### src/rtl/hy_multi_timer.sv
// Multi-channel reload down-counter timer with one-shot/periodic modes and sticky W1C interrupts.
// Optional shared prescaler enabled by defining HY_TIMER_PRESCALE_EN (adds the prescale port).
module hy_multi_timer #(
  parameter int unsigned C_WIDTH   = 32,
  parameter int unsigned N_CH      = 4,
  parameter int unsigned CH_AW     = 2,
  parameter int unsigned PRE_WIDTH = 8
) (
  input  logic                 clk,
  input  logic                 rst_n,
  input  logic                 cfg_we,
  input  logic [CH_AW-1:0]     cfg_ch,
  input  logic [C_WIDTH-1:0]   cfg_reload,
  input  logic                 cfg_mode,
  input  logic                 cfg_start,
  input  logic [N_CH-1:0]      stop,
  input  logic [N_CH-1:0]      int_clr,
  input  logic [N_CH-1:0]      int_mask,
  input  logic [CH_AW-1:0]     rd_ch,
`ifdef HY_TIMER_PRESCALE_EN
  input  logic [PRE_WIDTH-1:0] prescale,
`endif
  output logic [C_WIDTH-1:0]   rd_cnt,
  output logic [N_CH-1:0]      run,
  output logic [N_CH-1:0]      int_pend,
  output logic                 int_o
);

  if (N_CH < 1 || N_CH > 16 || N_CH > (1 << CH_AW) || PRE_WIDTH == 0) begin : g_bad_params
    $error("hy_multi_timer: invalid parameter combination");
  end

  typedef enum logic [0:0] {StIdle, StRun} ch_state_e;

  ch_state_e          state_q  [N_CH];
  ch_state_e          state_d  [N_CH];
  logic [C_WIDTH-1:0] count_q  [N_CH];
  logic [C_WIDTH-1:0] count_d  [N_CH];
  logic [C_WIDTH-1:0] reload_q [N_CH];
  logic [C_WIDTH-1:0] reload_d [N_CH];
  logic [N_CH-1:0]    mode_q, mode_d;
  logic [N_CH-1:0]    pend_q, pend_d;
  logic [N_CH-1:0]    evt;
  logic               int_o_q;
  logic               tick;

`ifdef HY_TIMER_PRESCALE_EN
  logic [PRE_WIDTH-1:0] pre_q, pre_d;

  // >= rather than == so a prescale lowered below the current count still wraps promptly.
  always_comb begin
    tick  = (pre_q >= prescale);
    pre_d = tick ? '0 : pre_q + 1'b1;
  end

  always_ff @(posedge clk or negedge rst_n) begin
    if (!rst_n) begin
      pre_q <= '0;
    end else begin
      pre_q <= pre_d;
    end
  end
`else
  assign tick = 1'b1;
`endif

  always_comb begin
    evt = '0;
    for (int unsigned k = 0; k < N_CH; k++) begin
      state_d[k]  = state_q[k];
      count_d[k]  = count_q[k];
      reload_d[k] = reload_q[k];
      mode_d[k]   = mode_q[k];

      if (state_q[k] == StRun && tick) begin
        if (count_q[k] != '0) begin
          count_d[k] = count_q[k] - 1'b1;
        end else begin
          evt[k] = 1'b1;
          if (mode_q[k]) begin
            count_d[k] = reload_q[k];
          end else begin
            state_d[k] = StIdle;
          end
        end
      end

      // Stop freezes the count as it was; a config write overrides both stop and counting.
      if (stop[k]) begin
        state_d[k] = StIdle;
        count_d[k] = count_q[k];
      end

      if (cfg_we && cfg_ch == CH_AW'(k)) begin
        reload_d[k] = cfg_reload;
        count_d[k]  = cfg_reload;
        mode_d[k]   = cfg_mode;
        state_d[k]  = cfg_start ? StRun : StIdle;
      end
    end

    pend_d = (pend_q & ~int_clr) | evt;
  end

  always_ff @(posedge clk or negedge rst_n) begin
    if (!rst_n) begin
      state_q  <= '{default: StIdle};
      count_q  <= '{default: '0};
      reload_q <= '{default: '0};
      mode_q   <= '0;
      pend_q   <= '0;
      int_o_q  <= 1'b0;
    end else begin
      state_q  <= state_d;
      count_q  <= count_d;
      reload_q <= reload_d;
      mode_q   <= mode_d;
      pend_q   <= pend_d;
      int_o_q  <= |(pend_d & int_mask);
    end
  end

  always_comb begin
    rd_cnt = '0;
    run    = '0;
    for (int unsigned k = 0; k < N_CH; k++) begin
      run[k] = (state_q[k] == StRun);
      if (rd_ch == CH_AW'(k)) begin
        rd_cnt = count_q[k];
      end
    end
  end

  assign int_pend = pend_q;
  assign int_o    = int_o_q;

endmodule

### config.mk
export PLATFORM = sky130hd
export DESIGN_NAME = hy_multi_timer
export DESIGN_NICKNAME = d
export VERILOG_FILES = /design/src/rtl/hy_multi_timer.sv
export SDC_FILE = /design/constraint.sdc
export NUM_CORES = 1
export LEC_CHECK = 0
export CAP_MARGIN = 20
export CELL_PAD_IN_SITES_DETAIL_PLACEMENT = 2
export CELL_PAD_IN_SITES_GLOBAL_PLACEMENT = 2
export CORE_UTILIZATION = 37
export DETAILED_ROUTE_END_ITERATION = 6
export HOLD_SLACK_MARGIN = 0.06
export PLACE_DENSITY_LB_ADDON = 0.1
export SYNTH_ARGS = -nofsm -noshare
export SYNTH_HDL_FRONTEND = slang
export SYNTH_SLANG_ARGS = --single-unit
### constraint.sdc
create_clock -name clk -period 3.95 [get_ports clk]
set_input_delay 0.395 -clock clk [delete_from_list [all_inputs] [get_ports clk]]
set_output_delay 0.395 -clock clk [all_outputs]
set_load 0.05 [all_outputs]
; ---- After elaboration in Yosys (flattened, before gate mapping)
; Index checks and enable logic that the tools add are counted.
[op_classes]
n_reduce_logical = 23
n_eq_ne = 10
n_mux = 53
n_bitwise = 4
addsub = 4
[op_table]
columns = operator, n
row1 = 32-bit 2-to-1 mux, 24
row2 = 32-bit nonzero test, 4
row3 = "32-bit by 1-bit subtractor with 32-bit output, second input constant", 4
row4 = 1-bit 2-to-1 mux, 29
row5 = 3-bit AND reduction, 4
row6 = 3-bit nonzero test, 4
row7 = 4-bit AND, 2
row8 = "2-bit == test, second input constant", 4
row9 = "2-bit by 1-bit inequality test with 1-bit output, second input constant", 4
row10 = 2-bit nonzero test, 4
row11 = "2-bit by 1-bit == test with 1-bit output, second input constant", 2
row12 = 1-bit logical AND, 4
row13 = 2-bit zero test, 2
row14 = 4-bit NOT, 1
row15 = 4-bit OR, 1
row16 = 4-bit OR reduction, 1
[totals]
output_inout_bits = 41
inputBits = 53
register_bits = 269

; ---- Logic depth before layout (Yosys ltp)
[depth]
word_depth = 6
mapped_depth = 10
ltp_nobuf = 8

; ---- Worst setup path before layout
; OpenSTA, ideal clock, no wires.
[synth_timing]
path_kind = reg2reg
startpoint = register count_q[18] (netlist name)
endpoint = register count_q[14] (netlist name)
t_arrival_ns = 2.634
stages_incl_launch_ff = 8
synth_period_minus_slack_ns = 2.770
setup_ns = 0.136
slack_ns = 1.180
path_cell_list = dfrtp_1 or4_4 or4b_1 buf_2 or4_4 or3_1 a31oi_1 o31ai_1
[synth_via]
elab_chain_cells = 5
elab_cells_between_ends = 7
cone_classes = mux: 4 / reduce/logical: 3
[synth_rtl]
columns = item, line
row1 = "start, declared", 37  ; logic [C_WIDTH-1:0] count_q [N_CH];
row2 = "start signal, assigned", 115  ; count_q <= count_d;
row3 = 32-bit nonzero test (*), 76  ; if (count_q[k] != '0) begin
row4 = 32-bit 2-to-1 mux, 76
row5 = 32-bit 2-to-1 mux, 75  ; if (state_q[k] == StRun && tick) begin
row6 = 32-bit 2-to-1 mux, 89  ; if (stop[k]) begin
row7 = 32-bit 2-to-1 mux, 94  ; if (cfg_we && cfg_ch == CH_AW'(k)) begin
; Every way passes the cells marked *; elsewhere a longest branch is shown, timed or not. The select of a mux whose other input is x is not followed.
; A chain may end at the register's enable or synchronous reset.

; ---- Final worst setup path
[layout_timing]
startpoint = register count_q[42] (netlist name)
endpoint = register count_q[51] (netlist name)
[layout_via]
elab_chain_cells = 5
elab_cells_between_ends = 8
cone_classes = add/sub: 1 / mux: 4 / reduce/logical: 3
[layout_rtl]
columns = item, line
row1 = 32-bit by 1-bit subtractor with 32-bit output / 32-bit nonzero test (equally long branches), "77, 76"
row2 = 32-bit 2-to-1 mux, 76
row3 = 32-bit 2-to-1 mux, 75
row4 = 32-bit 2-to-1 mux, 89
row5 = 32-bit 2-to-1 mux, 94
; Parallel ways exist; a longest one is shown, timed or not. The select of a mux whose other input is x is not followed.

==> results.toml <==
[sta]
finalCritPeriodShare_pct = 81.58
slew_headroom_pct = 39.50
rsz0062_at_grt = "false"
layout_min_cycle_time_ns = 3.222
max_freq_mhz = 310.3
hold_viol = 0
worstMarginPinSlew_ns = 0.8992
setup_viol_count_final = 0
whs_ns = 0.4100
totalNegativeSetupSlack_ns = 0
slew_violations = 0
skew_ns = 0.01360

[clocking]
cts_max_level = 2
cts_sinks = 269
ctsLongestPathBuffers = 3
cts_tree = "done"
cts_inserted_buffers = 36
clk_latency_ns = 0.56
cts-root-buf = "clkbuf_16"
clk_pin_slew_ns = 0.06
cts_resized = 0

[status]
status = "finished, violations left"
violations = "design-rule violations"

[die]
fp.dieW_microns = 206.8
num_rows = 74
core_sq_um = 41110
dieHeight_microns = 206.8
start_util_pct = 37.73
die_area_sq_um = 42750
io_pins = 94

[synthesis]
ys_seq_elements = 269
synth_flop_cell = "dfrtp_1"
synth_fp_nets = 1896
synthArstFlopShare_pct = 100.0
yosys-top-cells-area = "dfrtp_1, nand2_1, mux4_2"
yosysUniqueCellTypes = 68
yosys.area.top_type = "dfrtp_1"
yosysWarnings = 0
synth.yosys.seq_area_share_pct = 43.40
synth_edf_count = 0
avgSynthCellArea_sq_um = 8.453
synth_top_area_share_pct = 43.40
syn_area_sq_um = 15510
synthCells = 1835

[power]
finalPower_uw = 10670
switching_power_uw = 4247
p_per_area_nw_per_um2 = 582.6
switching_share_pct = 39.79
internal_power_uw = 6427
leakagePower_uw = 0.007908
share_comb_of_total_power_pct = 29.9
p_clk_share_pct = 30.7
pwr-share-seq_pct = 39.4
ir_drop_mv = 0.2705

[cells_and_area]
syn2layout_area_growth_pct = 18.11
antennaDiodeCount = 0
drive_gt1_share_pct = 8.982
fin_nets = 1961
layout_common_cells = "nand2_1, dfrtp_1, nor2_1"
final_common_cell = "nand2_1"

[hold_path]
hp-class = "in -> async"

[placed_design]
globalplace.congestion = 0.9199
place_hpwl_microns = 51350
io_buffers = 93

[worst_setup_path]
cp_data_arrival_time_ns = 3.67
cp-start-kind = "flop"
worstPathMaxFanout = 12
critPathRequiredTime_ns = 4.40
cp_cell_sequence = "or4_1, or2_2, nor4_4, nor2_1, a221oi_1"
critPathTopFamily = "simple AND/OR/NAND/NOR gates"
cp.buffers_inverters = 0
crit_slowest_cell = "nor4_4"
worst_setup_path_end_kind = "flop"
crit_type = "reg -> reg"
cpPeakStageDelay_ns = 0.80

[global_route]
grt_overflow_total = 0
grt_pass1_wl_microns = 107700
antenna_found_initial = 0
grt_max_degree = 86
grt.total_usage_pct = 34.28
grt_pass1_vias = 16600

[detailed_routing]
dr.pass1.iters = 7
routed_via_density = 6.328
vias = 15550
drtIter0Drc = 1332
wl_per_cell_microns = 29.19
drc_errors = 3
ant_nets = 0
wirelength_microns = 71750

[flow_run]
maxCapViolations = 0
layer usage:
metal | wire (microns) | global-route usage (%) | vias up
met5 | 0 | 0 | -
met4 | 3468 | 16.55 | 0
met3 | 3741 | 4.207 | 136
met2 | 32980 | 54.16 | 524
met1 | 31560 | 46.61 | 8185
li1 | - | - | 6709
synthesized netlist by cell type, types with 32 or more instances:
cell type,number
xor2_1,37
mux4_2,32
a21oi_1,51
o211ai_1,40
nand2_1,525
nor3_1,43
dfrtp_1,269
o21ai_0,71
nor4_1,39
nand3_1,53
clkbuf_1,103
a31oi_1,62
nor2_1,137
xnor2_1,39
a22oi_1,41
cell type report:
class,count,area (sq um)
inverters,14,52.55
flip-flops and latches,269,6731
well taps,532,665.6
repair buffers,156,1471
clock buffers,59,1109
multi-input cells,1423,8263
clock inverters,5,27.53
fillers,4580,22790
through the flow:
step                      instance area, sq um  util [%]  setup WS, ns  std cells
final                                    18320     44.56        0.7276       2458
after global routing                     18320     44.56        0.5876       2458
after CTS                                18290     44.50        0.7607       2457
after detailed placement                 17150     41.71        0.7339       2392
after global placement                   17150     41.71        0.7646       2392
after floorplan                          15510         -         1.180       1835
worst paths after layout:
check	start	end	slack, ns	cells past startpoint
setup / recovery	count_q[42]$_DFFE_PN0P_	count_q[51]$_DFFE_PN0P_	0.73	5
setup reg to reg	count_q[42]$_DFFE_PN0P_	count_q[51]$_DFFE_PN0P_	0.73	5
min in group clk	int_clr[2]	int_pend[2]$_DFF_PN0_	0.43	2
hold reg to reg	reload_q[57]$_DFFE_PN0P_	reload_q[57]$_DFFE_PN0P_	0.47	2
hold / removal	rst_n	reload_q[37]$_DFFE_PN0P_	0.41	2
max in group asynchronous	rst_n	reload_q[54]$_DFFE_PN0P_	2.51	3
state kept, by name, indices dropped and copies added (netlist names):
name,count
count_q,128
reload_q,128
int_pend,4
mode_q,4
run,4
int_o,1
logic make-up (layout without fill, tap and decap cells):
logic type	count (synthesis)	count (layout)	share of synthesized area [%]
adders and majority gates	8	8	0.6453
AOI/OAI and AO/OA	376	376	16.35
and+or+nand+nor	928	928	26.85
xor gates and xnor gates	76	76	4.291
DFF	269	269	43.40
muxes	35	35	4.848
buffers and inverters	143	234	3.622
what timing repair did:
action | CTS | global route
hold buffers | 1 | 0
endpoints found under the hold margin | 65 | 0
buffers inserted | 0 | 0
power by group through the flow:
stage	registers, uW	clock network [uW]	logic, uW
2_1_floorplan	3720	0	2160
3_3_place_gp	4190	0	2990
3_5_place_dp	4230	0	3130
4_1_cts	4190	3300	3170
5_1_grt	4260	3380	3450
6_report	4210	3270	3190
(Power assumes the default switching activity.)
